**src/rtl/tlb_ctrl_if.sv**
```systemverilog
// Request/result bus between a requester and tlb_ctrl.
interface tlb_ctrl_if #(
   parameter int TLBNUM = 16
);
   localparam int IW = $clog2(TLBNUM);

   logic          op_valid;
   logic          op_ready;
   logic [2:0]    op_code;
   logic [4:0]    op_inv;
   logic [IW-1:0] op_index;
   logic          op_ne;
   logic [18:0]   op_vppn;
   logic [5:0]    op_ps;
   logic [9:0]    op_asid;
   logic [26:0]   op_lo0;
   logic [26:0]   op_lo1;

   logic          res_valid;
   logic          res_err;
   logic          res_ne;
   logic [IW-1:0] res_index;
   logic [18:0]   res_vppn;
   logic [5:0]    res_ps;
   logic [9:0]    res_asid;
   logic [26:0]   res_lo0;
   logic [26:0]   res_lo1;

   modport master (
      output op_valid, op_code, op_inv, op_index, op_ne, op_vppn, op_ps, op_asid, op_lo0, op_lo1,
      input  op_ready, res_valid, res_err, res_ne, res_index, res_vppn, res_ps, res_asid, res_lo0, res_lo1
   );

   modport slave (
      input  op_valid, op_code, op_inv, op_index, op_ne, op_vppn, op_ps, op_asid, op_lo0, op_lo1,
      output op_ready, res_valid, res_err, res_ne, res_index, res_vppn, res_ps, res_asid, res_lo0, res_lo1
   );
endinterface

```
**src/rtl/tlb_ctrl.sv**
```systemverilog
// TLB maintenance controller: sequences SRCH/RD/WR/FILL/INV requests onto
// the TLB search/read/write/invalidate ports with a fixed 3-cycle turnaround.
module tlb_ctrl #(
   parameter  int TLBNUM = 16,
   localparam int IW     = $clog2(TLBNUM)
) (
   input  logic          clk,
   input  logic          reset,
   tlb_ctrl_if.slave     bus,
   output logic [18:0]   tlb_s_vppn,
   output logic [9:0]    tlb_s_asid,
   input  logic          tlb_s_found,
   input  logic [IW-1:0] tlb_s_index,
   output logic [IW-1:0] tlb_r_index,
   input  logic          tlb_r_e,
   input  logic [18:0]   tlb_r_vppn,
   input  logic [5:0]    tlb_r_ps,
   input  logic [9:0]    tlb_r_asid,
   input  logic          tlb_r_g,
   input  logic [25:0]   tlb_r_lo0,
   input  logic [25:0]   tlb_r_lo1,
   output logic          tlb_we,
   output logic [IW-1:0] tlb_w_index,
   output logic          tlb_w_e,
   output logic [18:0]   tlb_w_vppn,
   output logic [5:0]    tlb_w_ps,
   output logic [9:0]    tlb_w_asid,
   output logic          tlb_w_g,
   output logic [25:0]   tlb_w_lo0,
   output logic [25:0]   tlb_w_lo1,
   output logic          tlb_inv_valid,
   output logic [4:0]    tlb_inv_op
);
   typedef enum logic [1:0] {IDLE, ISSUE, DONE} state_t;

   localparam logic [2:0] OP_SRCH = 3'd0;
   localparam logic [2:0] OP_RD   = 3'd1;
   localparam logic [2:0] OP_WR   = 3'd2;
   localparam logic [2:0] OP_FILL = 3'd3;
   localparam logic [2:0] OP_INV  = 3'd4;

   state_t        state, state_nxt;
   logic [IW-1:0] fill_ptr;

   logic [2:0]    lat_code;
   logic [4:0]    lat_inv;
   logic [IW-1:0] lat_index;
   logic          lat_ne;
   logic [18:0]   lat_vppn;
   logic [5:0]    lat_ps;
   logic [9:0]    lat_asid;
   logic [26:0]   lat_lo0;
   logic [26:0]   lat_lo1;

   logic accept, is_write, ps_ok, op_err;

   assign accept   = (state == IDLE) && bus.op_valid;
   assign is_write = (lat_code == OP_WR) || (lat_code == OP_FILL);
   assign ps_ok    = (lat_ps == 6'd12) || (lat_ps == 6'd22);
   // Anything the TLB cannot act on is reported instead of issued.
   assign op_err   = (lat_code > OP_INV) || (is_write && !ps_ok) ||
                     ((lat_code == OP_INV) && (lat_inv > 5'd6));

   // State register.
   always_ff @(posedge clk or posedge reset) begin
      if (reset) state <= IDLE;
      else       state <= state_nxt;
   end

   // Next-state: fixed walk, one cycle per state once accepted.
   always_comb begin
      state_nxt = state;
      case (state)
         IDLE:    if (bus.op_valid) state_nxt = ISSUE;
         ISSUE:   state_nxt = DONE;
         DONE:    state_nxt = IDLE;
         default: state_nxt = IDLE;
      endcase
   end

   // Outputs: TLB ports are driven only in ISSUE, so reset kills them at once.
   always_comb begin
      bus.op_ready  = (state == IDLE);
      bus.res_valid = (state == DONE);
      tlb_s_vppn    = '0;
      tlb_s_asid    = '0;
      tlb_r_index   = '0;
      tlb_we        = 1'b0;
      tlb_w_index   = '0;
      tlb_w_e       = 1'b0;
      tlb_w_vppn    = '0;
      tlb_w_ps      = '0;
      tlb_w_asid    = '0;
      tlb_w_g       = 1'b0;
      tlb_w_lo0     = '0;
      tlb_w_lo1     = '0;
      tlb_inv_valid = 1'b0;
      tlb_inv_op    = '0;
      if (state == ISSUE && !op_err) begin
         case (lat_code)
            OP_SRCH: begin
               tlb_s_vppn = lat_vppn;
               tlb_s_asid = lat_asid;
            end
            OP_RD: tlb_r_index = lat_index;
            OP_WR, OP_FILL: begin
               tlb_we      = 1'b1;
               tlb_w_index = (lat_code == OP_FILL) ? fill_ptr : lat_index;
               tlb_w_e     = ~lat_ne;
               tlb_w_vppn  = lat_vppn;
               tlb_w_ps    = lat_ps;
               tlb_w_asid  = lat_asid;
               tlb_w_g     = lat_lo0[26] & lat_lo1[26];
               tlb_w_lo0   = lat_lo0[25:0];
               tlb_w_lo1   = lat_lo1[25:0];
            end
            OP_INV: begin
               tlb_inv_valid = 1'b1;
               tlb_inv_op    = lat_inv;
               tlb_s_vppn    = lat_vppn;
               tlb_s_asid    = lat_asid;
            end
            default: ;
         endcase
      end
   end

   // Operand latch: captured only on accept so busy-time requests are ignored.
   always_ff @(posedge clk or posedge reset) begin
      if (reset) begin
         lat_code  <= '0;
         lat_inv   <= '0;
         lat_index <= '0;
         lat_ne    <= 1'b0;
         lat_vppn  <= '0;
         lat_ps    <= '0;
         lat_asid  <= '0;
         lat_lo0   <= '0;
         lat_lo1   <= '0;
      end else if (accept) begin
         lat_code  <= bus.op_code;
         lat_inv   <= bus.op_inv;
         lat_index <= bus.op_index;
         lat_ne    <= bus.op_ne;
         lat_vppn  <= bus.op_vppn;
         lat_ps    <= bus.op_ps;
         lat_asid  <= bus.op_asid;
         lat_lo0   <= bus.op_lo0;
         lat_lo1   <= bus.op_lo1;
      end
   end

   // Round-robin fill pointer, advanced only by a FILL that actually wrote.
   always_ff @(posedge clk or posedge reset) begin
      if (reset) fill_ptr <= '0;
      else if (state == ISSUE && lat_code == OP_FILL && !op_err)
         fill_ptr <= (fill_ptr == IW'(TLBNUM - 1)) ? '0 : fill_ptr + 1'b1;
   end

   // Result capture at the end of ISSUE; held until the next DONE.
   always_ff @(posedge clk or posedge reset) begin
      if (reset) begin
         bus.res_err   <= 1'b0;
         bus.res_ne    <= 1'b0;
         bus.res_index <= '0;
         bus.res_vppn  <= '0;
         bus.res_ps    <= '0;
         bus.res_asid  <= '0;
         bus.res_lo0   <= '0;
         bus.res_lo1   <= '0;
      end else if (state == ISSUE) begin
         bus.res_err   <= op_err;
         bus.res_ne    <= 1'b0;
         bus.res_index <= '0;
         bus.res_vppn  <= '0;
         bus.res_ps    <= '0;
         bus.res_asid  <= '0;
         bus.res_lo0   <= '0;
         bus.res_lo1   <= '0;
         if (!op_err) begin
            if (lat_code == OP_SRCH) begin
               bus.res_ne    <= ~tlb_s_found;
               bus.res_index <= tlb_s_found ? tlb_s_index : '0;
            end else if (lat_code == OP_RD) begin
               if (tlb_r_e) begin
                  bus.res_vppn <= tlb_r_vppn;
                  bus.res_ps   <= tlb_r_ps;
                  bus.res_asid <= tlb_r_asid;
                  bus.res_lo0  <= {tlb_r_g, tlb_r_lo0};
                  bus.res_lo1  <= {tlb_r_g, tlb_r_lo1};
               end else begin
                  bus.res_ne   <= 1'b1;
               end
            end
         end
      end
   end
endmodule

```
**src/flat_wrapper.sv**
```systemverilog
// flat-port wrapper written by rule: the top's interface ports become plain ports
module tlb_ctrl_flat 
#(
   parameter  int TLBNUM = 16,
   localparam int IW     = $clog2(TLBNUM)
)
  (clk, reset, tlb_s_vppn, tlb_s_asid, tlb_s_found, tlb_s_index, tlb_r_index, tlb_r_e, tlb_r_vppn, tlb_r_ps, tlb_r_asid, tlb_r_g, tlb_r_lo0, tlb_r_lo1, tlb_we, tlb_w_index, tlb_w_e, tlb_w_vppn, tlb_w_ps, tlb_w_asid, tlb_w_g, tlb_w_lo0, tlb_w_lo1, tlb_inv_valid, tlb_inv_op, bus_op_valid, bus_op_code, bus_op_inv, bus_op_index, bus_op_ne, bus_op_vppn, bus_op_ps, bus_op_asid, bus_op_lo0, bus_op_lo1, bus_op_ready, bus_res_valid, bus_res_err, bus_res_ne, bus_res_index, bus_res_vppn, bus_res_ps, bus_res_asid, bus_res_lo0, bus_res_lo1);
  tlb_ctrl_if #(.TLBNUM(TLBNUM)) bus_i ();
  input  logic clk;
  input  logic reset;
  output logic [18:0] tlb_s_vppn;
  output logic [9:0] tlb_s_asid;
  input  logic tlb_s_found;
  input  logic [IW-1:0] tlb_s_index;
  output logic [IW-1:0] tlb_r_index;
  input  logic tlb_r_e;
  input  logic [18:0] tlb_r_vppn;
  input  logic [5:0] tlb_r_ps;
  input  logic [9:0] tlb_r_asid;
  input  logic tlb_r_g;
  input  logic [25:0] tlb_r_lo0;
  input  logic [25:0] tlb_r_lo1;
  output logic tlb_we;
  output logic [IW-1:0] tlb_w_index;
  output logic tlb_w_e;
  output logic [18:0] tlb_w_vppn;
  output logic [5:0] tlb_w_ps;
  output logic [9:0] tlb_w_asid;
  output logic tlb_w_g;
  output logic [25:0] tlb_w_lo0;
  output logic [25:0] tlb_w_lo1;
  output logic tlb_inv_valid;
  output logic [4:0] tlb_inv_op;
  input wire logic [$bits(bus_i.op_valid)-1:0] bus_op_valid;
  input wire logic [$bits(bus_i.op_code)-1:0] bus_op_code;
  input wire logic [$bits(bus_i.op_inv)-1:0] bus_op_inv;
  input wire logic [$bits(bus_i.op_index)-1:0] bus_op_index;
  input wire logic [$bits(bus_i.op_ne)-1:0] bus_op_ne;
  input wire logic [$bits(bus_i.op_vppn)-1:0] bus_op_vppn;
  input wire logic [$bits(bus_i.op_ps)-1:0] bus_op_ps;
  input wire logic [$bits(bus_i.op_asid)-1:0] bus_op_asid;
  input wire logic [$bits(bus_i.op_lo0)-1:0] bus_op_lo0;
  input wire logic [$bits(bus_i.op_lo1)-1:0] bus_op_lo1;
  output wire logic [$bits(bus_i.op_ready)-1:0] bus_op_ready;
  output wire logic [$bits(bus_i.res_valid)-1:0] bus_res_valid;
  output wire logic [$bits(bus_i.res_err)-1:0] bus_res_err;
  output wire logic [$bits(bus_i.res_ne)-1:0] bus_res_ne;
  output wire logic [$bits(bus_i.res_index)-1:0] bus_res_index;
  output wire logic [$bits(bus_i.res_vppn)-1:0] bus_res_vppn;
  output wire logic [$bits(bus_i.res_ps)-1:0] bus_res_ps;
  output wire logic [$bits(bus_i.res_asid)-1:0] bus_res_asid;
  output wire logic [$bits(bus_i.res_lo0)-1:0] bus_res_lo0;
  output wire logic [$bits(bus_i.res_lo1)-1:0] bus_res_lo1;
  assign bus_i.op_valid = bus_op_valid;
  assign bus_i.op_code = bus_op_code;
  assign bus_i.op_inv = bus_op_inv;
  assign bus_i.op_index = bus_op_index;
  assign bus_i.op_ne = bus_op_ne;
  assign bus_i.op_vppn = bus_op_vppn;
  assign bus_i.op_ps = bus_op_ps;
  assign bus_i.op_asid = bus_op_asid;
  assign bus_i.op_lo0 = bus_op_lo0;
  assign bus_i.op_lo1 = bus_op_lo1;
  assign bus_op_ready = bus_i.op_ready;
  assign bus_res_valid = bus_i.res_valid;
  assign bus_res_err = bus_i.res_err;
  assign bus_res_ne = bus_i.res_ne;
  assign bus_res_index = bus_i.res_index;
  assign bus_res_vppn = bus_i.res_vppn;
  assign bus_res_ps = bus_i.res_ps;
  assign bus_res_asid = bus_i.res_asid;
  assign bus_res_lo0 = bus_i.res_lo0;
  assign bus_res_lo1 = bus_i.res_lo1;
  tlb_ctrl #(.TLBNUM(TLBNUM)) u_core (.clk(clk), .reset(reset), .bus(bus_i), .tlb_s_vppn(tlb_s_vppn), .tlb_s_asid(tlb_s_asid), .tlb_s_found(tlb_s_found), .tlb_s_index(tlb_s_index), .tlb_r_index(tlb_r_index), .tlb_r_e(tlb_r_e), .tlb_r_vppn(tlb_r_vppn), .tlb_r_ps(tlb_r_ps), .tlb_r_asid(tlb_r_asid), .tlb_r_g(tlb_r_g), .tlb_r_lo0(tlb_r_lo0), .tlb_r_lo1(tlb_r_lo1), .tlb_we(tlb_we), .tlb_w_index(tlb_w_index), .tlb_w_e(tlb_w_e), .tlb_w_vppn(tlb_w_vppn), .tlb_w_ps(tlb_w_ps), .tlb_w_asid(tlb_w_asid), .tlb_w_g(tlb_w_g), .tlb_w_lo0(tlb_w_lo0), .tlb_w_lo1(tlb_w_lo1), .tlb_inv_valid(tlb_inv_valid), .tlb_inv_op(tlb_inv_op));
endmodule
```
**config.mk**
```make
export PLATFORM = sky130hd
export DESIGN_NAME = tlb_ctrl_flat
export DESIGN_NICKNAME = d
export VERILOG_FILES = /design/src/rtl/tlb_ctrl_if.sv /design/src/rtl/tlb_ctrl.sv /design/src/flat_wrapper.sv
export SDC_FILE = /design/constraint.sdc
export NUM_CORES = 1
export LEC_CHECK = 0
export BUFFER_PORTS_ARGS = -buffer_cell sky130_fd_sc_hd__clkbuf_2
export CORE_ASPECT_RATIO = 0.6
export CORE_MARGIN = 1
export CORE_UTILIZATION = 35
export DETAILED_ROUTE_END_ITERATION = 16
export GPL_TIMING_DRIVEN = 0
export HOLD_SLACK_MARGIN = 0.05
export MAX_ROUTING_LAYER = met4
export SYNTH_ARGS = -nofsm -noshare
export SYNTH_HDL_FRONTEND = slang
export SYNTH_SLANG_ARGS = --single-unit
```
**constraint.sdc**
```tcl
create_clock -name clk -period 7.3 [get_ports clk]
set_input_delay 0.365 -clock clk [delete_from_list [all_inputs] [get_ports clk]]
set_output_delay 0.365 -clock clk [all_outputs]
set_load 0.02 [all_outputs]
```
==> results.toml, run 1 <==
[synthesis]
ys.warnings.count = 0
synth.distinct_cells = 35
ys_seq_area_share_pct = 60.2
yosysMostFrequentCell = "dfrtp_1"
yosysTopAreaCell = "dfrtp_1"
ys_seq_elements = 202
synth_edf_count = 0
ys.flop_type = "dfrtp_1"
syn_area_sq_um = 8390
synth_top_area_share_pct = 60.2
synth_cells = 627
netlist_top_cells_area = "dfrtp_1, mux2_2, a22o_1, and2_1, buf_2"
synthArstFlopShare_pct = 100
avgSynthCellArea_sq_um = 13.4
synth.top_cells.by_count = "dfrtp_1, and2_1, mux2_2, a22o_1, clkbuf_1"

[setup_path]
worst-path-max-fanout = 10
r2r-start = "u_core.state[1]"
critPathCapture = "tlb_w_e"
worst-setup-path-type = "reg -> out"
cp.arrival_ns = 3.26
cp.required_ns = 6.93
timing.rr.end = "u_core.bus.res_vppn[5]"
cp-end-kind = "primary output"
reg2reg_slack_ns = 4.74
startpoint_type = "register"
cp-startpoint = "u_core.lat_ps[4]"
reg2reg_depth = 7

[sta]
timing.fmax_mhz = 276
slew_headroom_pct = 42.2
rsz0062_at_grt = "no"
fin_skew_ns = 0.0102
slew_viol_final = 0
period_share_pct = 49.7
worst_pin_slew_ns = 0.863
fin_crit_ns = 3.63
finalSetupViolCount = 0
final_hold_viol_count = 0

[min_path]
min_path_type = "in -> reg"
min_from = "tlb_r_lo0[25]"

[die]
die_w_microns = 202
coreArea_sq_um = 23300
start_util_pct = 36.0
fp.dieH_microns = 122
dieArea_sq_um = 24600
rows = 43
io_pins = 429

[global_route]
overflow = 0
antenna_found_initial = 1
first_global_vias = 6612
grt_pass1_wl_microns = 38500
grt_use_total_pct = 20.6
grt_start_max_net_pins = 124

[clock_network]
h-tree-depth = 1
cts_root_buf = "clkbuf_16"
clkTransAtPathRegs_ns = 0.07
post-cts-setup-buffers = 0
numCtsBuffers = 20
ctsLongestPathBuffers = 3
clock_latency_ns = 0.49
tritoncts = "done"
cts.sinks = 202

[drt]
dr_wl_met2_microns = 11100
ant_nets = 0
wl_per_cell_microns = 17.7
drt_iter0_drc = 245
via_per_inst = 4.70
drc_errors = 0
firstDrtPassIters = 4
route.top_layer_used = "met4"
met1Wirelength_microns = 11600
routed-wl-met3_microns = 1760
drt_wl_total_microns = 24900
vias = 6624

[run_status]
status = "completed"

[place]
placedCellCount = 1370
placed_area_sq_um = 11000
gp_congestion = 0.784
port_buffers = 424
dpl.hpwl_microns = 19300

[finish]
stdcell_area_sq_um = 11700
fin_nets = 1278
final_cells = 1408
drive_gt1_share_pct = 54.6
syn_to_final_growth_pct = 38.9

[flow_run]
max_cap_violations = 0

[pwr]
power_leakage_nw = 6.20
p_per_area_nw_per_um2 = 262
worst_ir_drop_vdd_uv = 123
## kinds of logic (layout without fill, tap and decap cells)
family / Yosys count / in the layout / synth area share (%)
simple gates: 156 / 156 / 11.5
buf+inv: 55 / 517 / 3.06
other cells: 1 / 5 / 0.0447
compound gates: 105 / 105 / 10.7
fa+ha+maj: 1 / 1 / 0.149
mux: 106 / 106 / 14.2
xor+xnor: 1 / 1 / 0.104
flops: 202 / 202 / 60.2
## registers in the layout, indices dropped and copies added, names as in the netlist
| name | count |
|---|---|
| u_core.bus.res_lo1 | 27 |
| u_core.lat_ps | 6 |
| u_core.fill_ptr | 4 |
| u_core.lat_index | 4 |
| u_core.lat_ne | 1 |
| u_core.lat_asid | 10 |
| u_core.state | 2 |
| u_core.bus.res_err | 1 |
| u_core.lat_lo0 | 27 |
| u_core.bus.res_index | 4 |
| u_core.bus.res_lo0 | 26 |
| u_core.lat_inv | 5 |
| u_core.bus.res_ne | 1 |
| u_core.bus.res_ps | 6 |
| u_core.bus.res_vppn | 19 |
| u_core.lat_vppn | 19 |
| u_core.bus.res_asid | 10 |
| u_core.lat_lo1 | 27 |
| u_core.lat_code | 3 |
## power breakdown
group / switching [mW] / internal, mW / leakage, nW
Combinational: 0.290 / 0.273 / 3.29
Clock: 0.437 / 0.626 / 0.348
Sequential: 0.111 / 1.32 / 2.57
## worst min-delay path by stage
stage | to | slack (ns) | cells past startpoint
2_1_floorplan | u_core.lat_lo1[10] | 0.47 | 1
3_3_place_gp | u_core.bus.res_ne | 0.47 | 2
3_5_place_dp | u_core.bus.res_vppn[8] | 0.48 | 2
4_1_cts | u_core.bus.res_lo1[17] | 0.07 | 2
5_1_grt | u_core.bus.res_lo0[3] | 0.07 | 2
6_report | u_core.bus.res_lo0[25] | 0.09 | 2
## area by class of cell
| class | instances | area, sq um |
|---|---|---|
| Antenna cell | 1 | 2.50 |
| Buffer | 52 | 245 |
| Clock buffer | 32 | 667 |
| Clock inverter | 4 | 23.8 |
| Fill cell | 2136 | 11600 |
| Inverter | 3 | 18.8 |
| Multi-Input combinational cell | 373 | 3090 |
| Sequential cell | 202 | 5050 |
| Tap cell | 315 | 394 |
| Timing Repair Buffer | 426 | 2160 |
## metrics by stage
step	utilization, %	TNS [ns]	hold slack [ns]	total power [mW]	setup WS (ns)
after floorplan	-	0	0.472	1.79	1.42
after global placement	46.9	-219.83	0.473	2.00	-1.12
after detailed placement	47.0	0	0.480	2.02	4.14
after CTS	50.0	0	0.0699	3.10	3.61
after global routing	50.0	0	0.0743	3.21	3.48
final	50.0	0	0.0880	3.05	3.67
## layout by cell type (no fill, tap or decap), types with 6 or more instances in the layout
master and n:
buf_2 17, nor2_1 6, mux2_2 102, nor2b_1 6
clkbuf_2 432, and2_1 122, clkbuf_8 10, dfrtp_1 202
a22o_1 92, nand2_1 9, clkbuf_1 19, clkbuf_16 21
## per-layer routing
layer | up-vias | track usage [%]
met1 | 3261 | 29.4
met5 | - | -
met3 | 31 | 4.95
met4 | 0 | 4.55
met2 | 225 | 29.6
li1 | 3107 | -
## critical path, stage by stage (launching register included)
cell and delay (ns):
dfrtp_1 0.42, or3b_2 0.53, a21o_1 0.25, nor4b_4 0.74, clkbuf_2 0.43, nor2b_1 0.20
clkbuf_2 0.20
## what timing repair did
item,CTS,global route
hold buffers,1,0
endpoints found under the hold margin,79,0
setup endpoints to repair,0,0
gates resized for setup,0,0
Power figures use the tool's default switching activity.
==> run 2: changes to the inputs <==
- PLACE_DENSITY: not set -> 0.67
- clock period: 7.3 -> 3.32 ns (I/O delays scaled with it)
==> run 2 against run 1 <==
  * Routed wire length is 18% higher
  * Cell count up 14%
  * Final area up 18%
  * Clock skew is 0.010 ns higher
  * Combinational power rose to 2.6 times the previous value
  * Core utilization increased by 8.8 points
  * Critical path type unchanged
  * Non-clock buffer count rose by 202
  * Count of clock-buffer cells in the layout shrank 3
  * Sequential power is 120% higher
  * Critical path depth did not move
  * Sequential cell count unchanged
  * Sequential share of layout area shrank 6.5 points
  * Largest power group unchanged
==> results.toml, run 2 (synthesis results as in run 1) <==
[place]
port_buffers = 424
gp_congestion = 0.812
dpl.hpwl_microns = 20300
post-place-ws_ns = 0.521
placed_area_sq_um = 11000

[drt]
drt_iter0_drc = 436
via_per_inst = 4.69
firstDrtPassIters = 6
vias = 7551
ant_nets = 0
wl_per_cell_microns = 18.3
drc_errors = 0
drt_wl_total_microns = 29500

[die]
start_util_pct = 36.0
rows = 43
die_w_microns = 202
io_pins = 429
fp.dieH_microns = 122
coreArea_sq_um = 23300
dieArea_sq_um = 24600

[finish]
layout_commonest_cell = "clkbuf_2"
syn_to_final_growth_pct = 63.3
reg.largest.list = "u_core.bus.res_lo1 x27, u_core.lat_lo0 x27, u_core.lat_lo1 x27"
final_cell_mix = "clkbuf_2, dfrtp_1, dlygate4sd3_1"
drive_gt1_share_pct = 46.4
utilization_pct = 58.8
fin_nets = 1480
stdcell_area_sq_um = 13700

[global_route]
first_global_vias = 7726
antenna_found_initial = 2
grt_pass1_wl_microns = 44400
grt_use_total_pct = 24.1
grt_start_max_net_pins = 43
overflow = 0

[sta]
period_share_pct = 94.0
fin_crit_ns = 3.12
setup_slack_ns = 0.199
fin_skew_ns = 0.0205
slew_headroom_pct = 37.2
finalSetupViolCount = 0
final_hold_viol_count = 0
timing.fmax_mhz = 320
worst_pin_slew_ns = 0.929
rsz0062_at_grt = "no"
slew_viol_final = 0

[setup_path]
startpoint_type = "register"
cp_slowest_stage_delay_ns = 0.58
crit_buf_inv = 4
cp.arrival_ns = 2.96
cp.required_ns = 3.15
cp_slowest_cell = "clkbuf_1"
cp-end-kind = "primary output"
worst-setup-path-type = "reg -> out"
worst-path-max-fanout = 10
crit_family = "buffers and inverters"
path_cells = "nand2b_1 -> clkbuf_1 -> clkbuf_2 -> clkbuf_1 -> nor4b_1 -> clkbuf_2"

[clock_network]
clkTransAtPathRegs_ns = 0.07
tritoncts = "done"
numCtsBuffers = 20
ctsLongestPathBuffers = 3
cts.sinks = 202
clock_latency_ns = 0.51
cts_root_buf = "clkbuf_16"
h-tree-depth = 1

[pwr]
p_per_area_nw_per_um2 = 514
power_leakage_nw = 7.06
worst_ir_drop_vdd_uv = 317

[flow_run]
max_cap_violations = 0

[min_path]
min_path_type = "in -> async"

[run_status]
status = "completed"
[run 2: cell types whose count changed in the layout (fill, tap and decap cells not counted), sizes merged]
cell,change
dlygate4sd3,+196
buf,+6
clkbuf,-3
bufinv,+2
clkinvlp,+1
diode,+1
inv,-1
[run 2: worst register-to-register path, cell delays in order (launching register included)]
cell	delay, ns
dfrtp_1	0.36
clkbuf_1	0.23
nor4b_1	0.86
and2_1	0.23
buf_2	0.21
buf_2	0.28
buf_2	0.28
a22o_1	0.19
[run 2: stage by stage]
step / total power [mW] / instances / setup TNS, ns / hold WS [ns]
2_1_floorplan: 3.95 / 630 / 0 / 0.299
3_3_place_gp: 4.39 / 1369 / -161.32 / 0.384
3_5_place_dp: 4.45 / 1374 / 0 / 0.366
4_1_cts: 7.07 / 1608 / 0 / 0.368
5_1_grt: 7.36 / 1610 / 0 / 0.407
6_report: 7.04 / 1610 / 0 / 0.393
[run 2: cell type report]
| cell class | instances | area [sq um] |
|---|---|---|
| Antenna cell | 2 | 5.00 |
| Timing Repair Buffer | 628 | 4210 |
| Clock inverter | 6 | 83.8 |
| Clock buffer | 29 | 606 |
| Sequential cell | 202 | 5050 |
| Inverter | 3 | 15.0 |
| Tap cell | 315 | 394 |
| Buffer | 52 | 246 |
| Fill cell | 1847 | 9590 |
| Multi-Input combinational cell | 373 | 3090 |
[run 2: worst paths after layout]
check                                   start  slack [ns]  cells past startpoint                     end
max                           u_core.state[0]        0.20                      6                  tlb_we
min                                     reset        0.39                      3  u_core.bus.res_vppn[0]
max reg2reg                u_core.lat_code[2]        0.62                      7  u_core.bus.res_vppn[2]
min reg2reg                 u_core.bus.res_ne        0.48                      2       u_core.bus.res_ne
max in group asynchronous               reset        1.79                      6     u_core.lat_vppn[12]
min in group clk                tlb_r_asid[2]        0.42                      3  u_core.bus.res_asid[2]
[run 2: power breakdown]
group | total, mW | internal, mW | switching (mW)
registers | 3.15 | 2.90 | 0.258
clock network | 2.41 | 1.42 | 0.991
logic | 1.47 | 0.763 | 0.709
[run 2: layer usage]
layer	routed length (microns)	track usage, %
met4	382	3.88
met3	1790	5.51
met5	0	-
met2	14300	39.4
met1	13000	31.1
[run 2: timing repair]
action / CTS / global route
endpoints found under the hold margin: 232 / 0
resized for setup: 1 / 0
hold buffers: 197 / 0
buffers inserted: 2 / 0
setup endpoints to repair: 7 / 0
==> run 3: changes to the inputs <==
- CTS_CLUSTER_DIAMETER: not set -> 120
- clock period: 3.32 -> 2.64 ns (I/O delays scaled with it)
==> run 3 against run 2 <==
  * Hold slack lost 0.041 ns
  * Worst setup slack lost 0.17 ns
  * Core utilization grew 3.6 points
  * Register-to-register slack lost 0.42 ns
  * Routed wire length grew 6.4%
  * Highest routed layer unchanged
==> results.toml, run 3 (synthesis results as in run 1) <==
[run_status]
status = "completed"

[drt]
drt_wl_total_microns = 31400
wl_per_cell_microns = 19.4
via_per_inst = 4.80
drc_errors = 0
vias = 7772
ant_nets = 0
drt_iter0_drc = 360
firstDrtPassIters = 6

[setup_path]
worst-path-max-fanout = 10
cp.required_ns = 2.51
startpoint_type = "register"
worst-setup-path-type = "reg -> out"
cp.arrival_ns = 2.48
cp-end-kind = "primary output"

[place]
dpl.hpwl_microns = 20300
gp_congestion = 0.812
port_buffers = 424

[global_route]
overflow = 0
grt.busiest_layer = "met2"
first_global_vias = 7859
grt_start_max_net_pins = 43
antenna_found_initial = 3
grt_pass1_wl_microns = 44900
grt_use_total_pct = 24.4
met2_usage_pct = 40.5
use_met3_pct = 5.64
use_met1_pct = 31.1

[pwr]
worst_ir_drop_vdd_uv = 391
p_comb_share_pct = 21.5
power_leakage_nw = 7.34
switching_power_mw = 2.53
p_total_mw = 8.96
swShare_pct = 28.2
seqPwrFrac_pct = 44.6
p_per_area_nw_per_um2 = 617
internal_power_mw = 6.43
clkPwrFrac_pct = 33.9

[die]
start_util_pct = 36.0
coreArea_sq_um = 23300
dieArea_sq_um = 24600
io_pins = 429
rows = 43
fp.dieH_microns = 122
die_w_microns = 202

[finish]
nFillCells = 1735
final_cell_mix = "clkbuf_2, dfrtp_1, dlygate4sd3_1"
seq_area_sq_um = 5050
drive_gt1_share_pct = 50.7
fin_nets = 1489
layout_commonest_cell = "clkbuf_2"
syn_to_final_growth_pct = 73.2
reg.largest.list = "u_core.bus.res_lo1 x27, u_core.lat_lo0 x27, u_core.lat_lo1 x27"
multi_input_area_sq_um = 3240

[clock_network]
cts_root_buf = "clkbuf_16"
clock_latency_ns = 0.51
cts.sinks = 202
h-tree-depth = 1
tritoncts = "done"
ctsLongestPathBuffers = 3
numCtsBuffers = 20
clkTransAtPathRegs_ns = 0.07

[sta]
slew_viol_final = 0
timing.fmax_mhz = 382
rsz0062_at_grt = "yes"
fin_crit_ns = 2.61
final_hold_viol_count = 0
fin_skew_ns = 0.0193
fin_tns_setup_ns = 0
period_share_pct = 99.0
worst_pin_slew_ns = 0.994
slew_headroom_pct = 33.2
finalSetupViolCount = 0

[min_path]
min_path_type = "in -> async"

[flow_run]
max_cap_violations = 0
run 3: what timing repair did:
item,CTS,global route
pin swaps,2,16
endpoints found under the hold margin,232,0
hold buffers,197,0
gates cloned,3,1
setup buffers,6,3
resized for setup,67,268
endpoints found under the setup margin,127,124
run 3: metrics by stage:
step	setup slack, ns	cells	hold WS [ns]	instance area [sq um]	util (%)
6_report	0.0254	1620	0.352	14500	62.4
3_3_place_gp	-1.47	1369	0.350	10900	46.9
2_1_floorplan	-0.108	630	0.265	8410	-
4_1_cts	-0.0589	1614	0.334	14000	60.2
3_5_place_dp	-0.125	1374	0.332	11000	47.3
5_1_grt	-0.0560	1620	0.374	14500	62.4
run 3: cell type report:
| cell class | count | area share (%) |
|---|---|---|
| multi-input combinational | 373 | 22.3 |
| sequential | 202 | 34.8 |
| timing repair buffer | 639 | 32.9 |
| inverter | 3 | 0.103 |
| antenna | 3 | 0.0516 |
| buffer | 50 | 2.44 |
| clock inverter | 6 | 0.577 |
| clock buffer | 29 | 4.17 |
| tap | 315 | 2.71 |
run 3: worst paths after layout:
path / startpoint / to / slack, ns / depth (start not counted)
hold / removal: reset / u_core.lat_lo1[22] / 0.35 / 3
min in group clk: tlb_r_asid[2] / u_core.bus.res_asid[2] / 0.38 / 3
setup / recovery: u_core.lat_ps[4] / tlb_w_lo0[7] / 0.03 / 8
max in group asynchronous: reset / u_core.lat_vppn[12] / 1.14 / 6
hold reg to reg: u_core.bus.res_ne / u_core.bus.res_ne / 0.48 / 2
setup reg to reg: u_core.lat_code[2] / u_core.bus.res_vppn[2] / 0.20 / 7
run 3: power groups by stage:
| stage | Sequential [mW] | Clock [mW] | Combinational (mW) |
|---|---|---|---|
| 6_report | 4.00 | 3.04 | 1.92 |
| 5_1_grt | 4.06 | 3.24 | 2.06 |
| 4_1_cts | 3.95 | 3.10 | 1.89 |
| 3_5_place_dp | 4.00 | 0 | 1.60 |
| 3_3_place_gp | 3.98 | 0 | 1.54 |
| 2_1_floorplan | 4.07 | 0 | 0.888 |
run 3: critical path, stage by stage (launching register included):
cell and delay (ns):
dfrtp_1 0.38, or3b_4 0.41, a21o_4 0.23, nor4b_4 0.22, buf_6 0.18, buf_8 0.14
buf_8 0.13, and2_1 0.15, buf_4 0.15
run 3: layer usage:
layer / up-vias / wire length [microns]
li1: 3536 / -
met1: 3885 / 13300
met2: 306 / 15500
met3: 45 / 1970
met4: 0 / 623
met5: - / 0
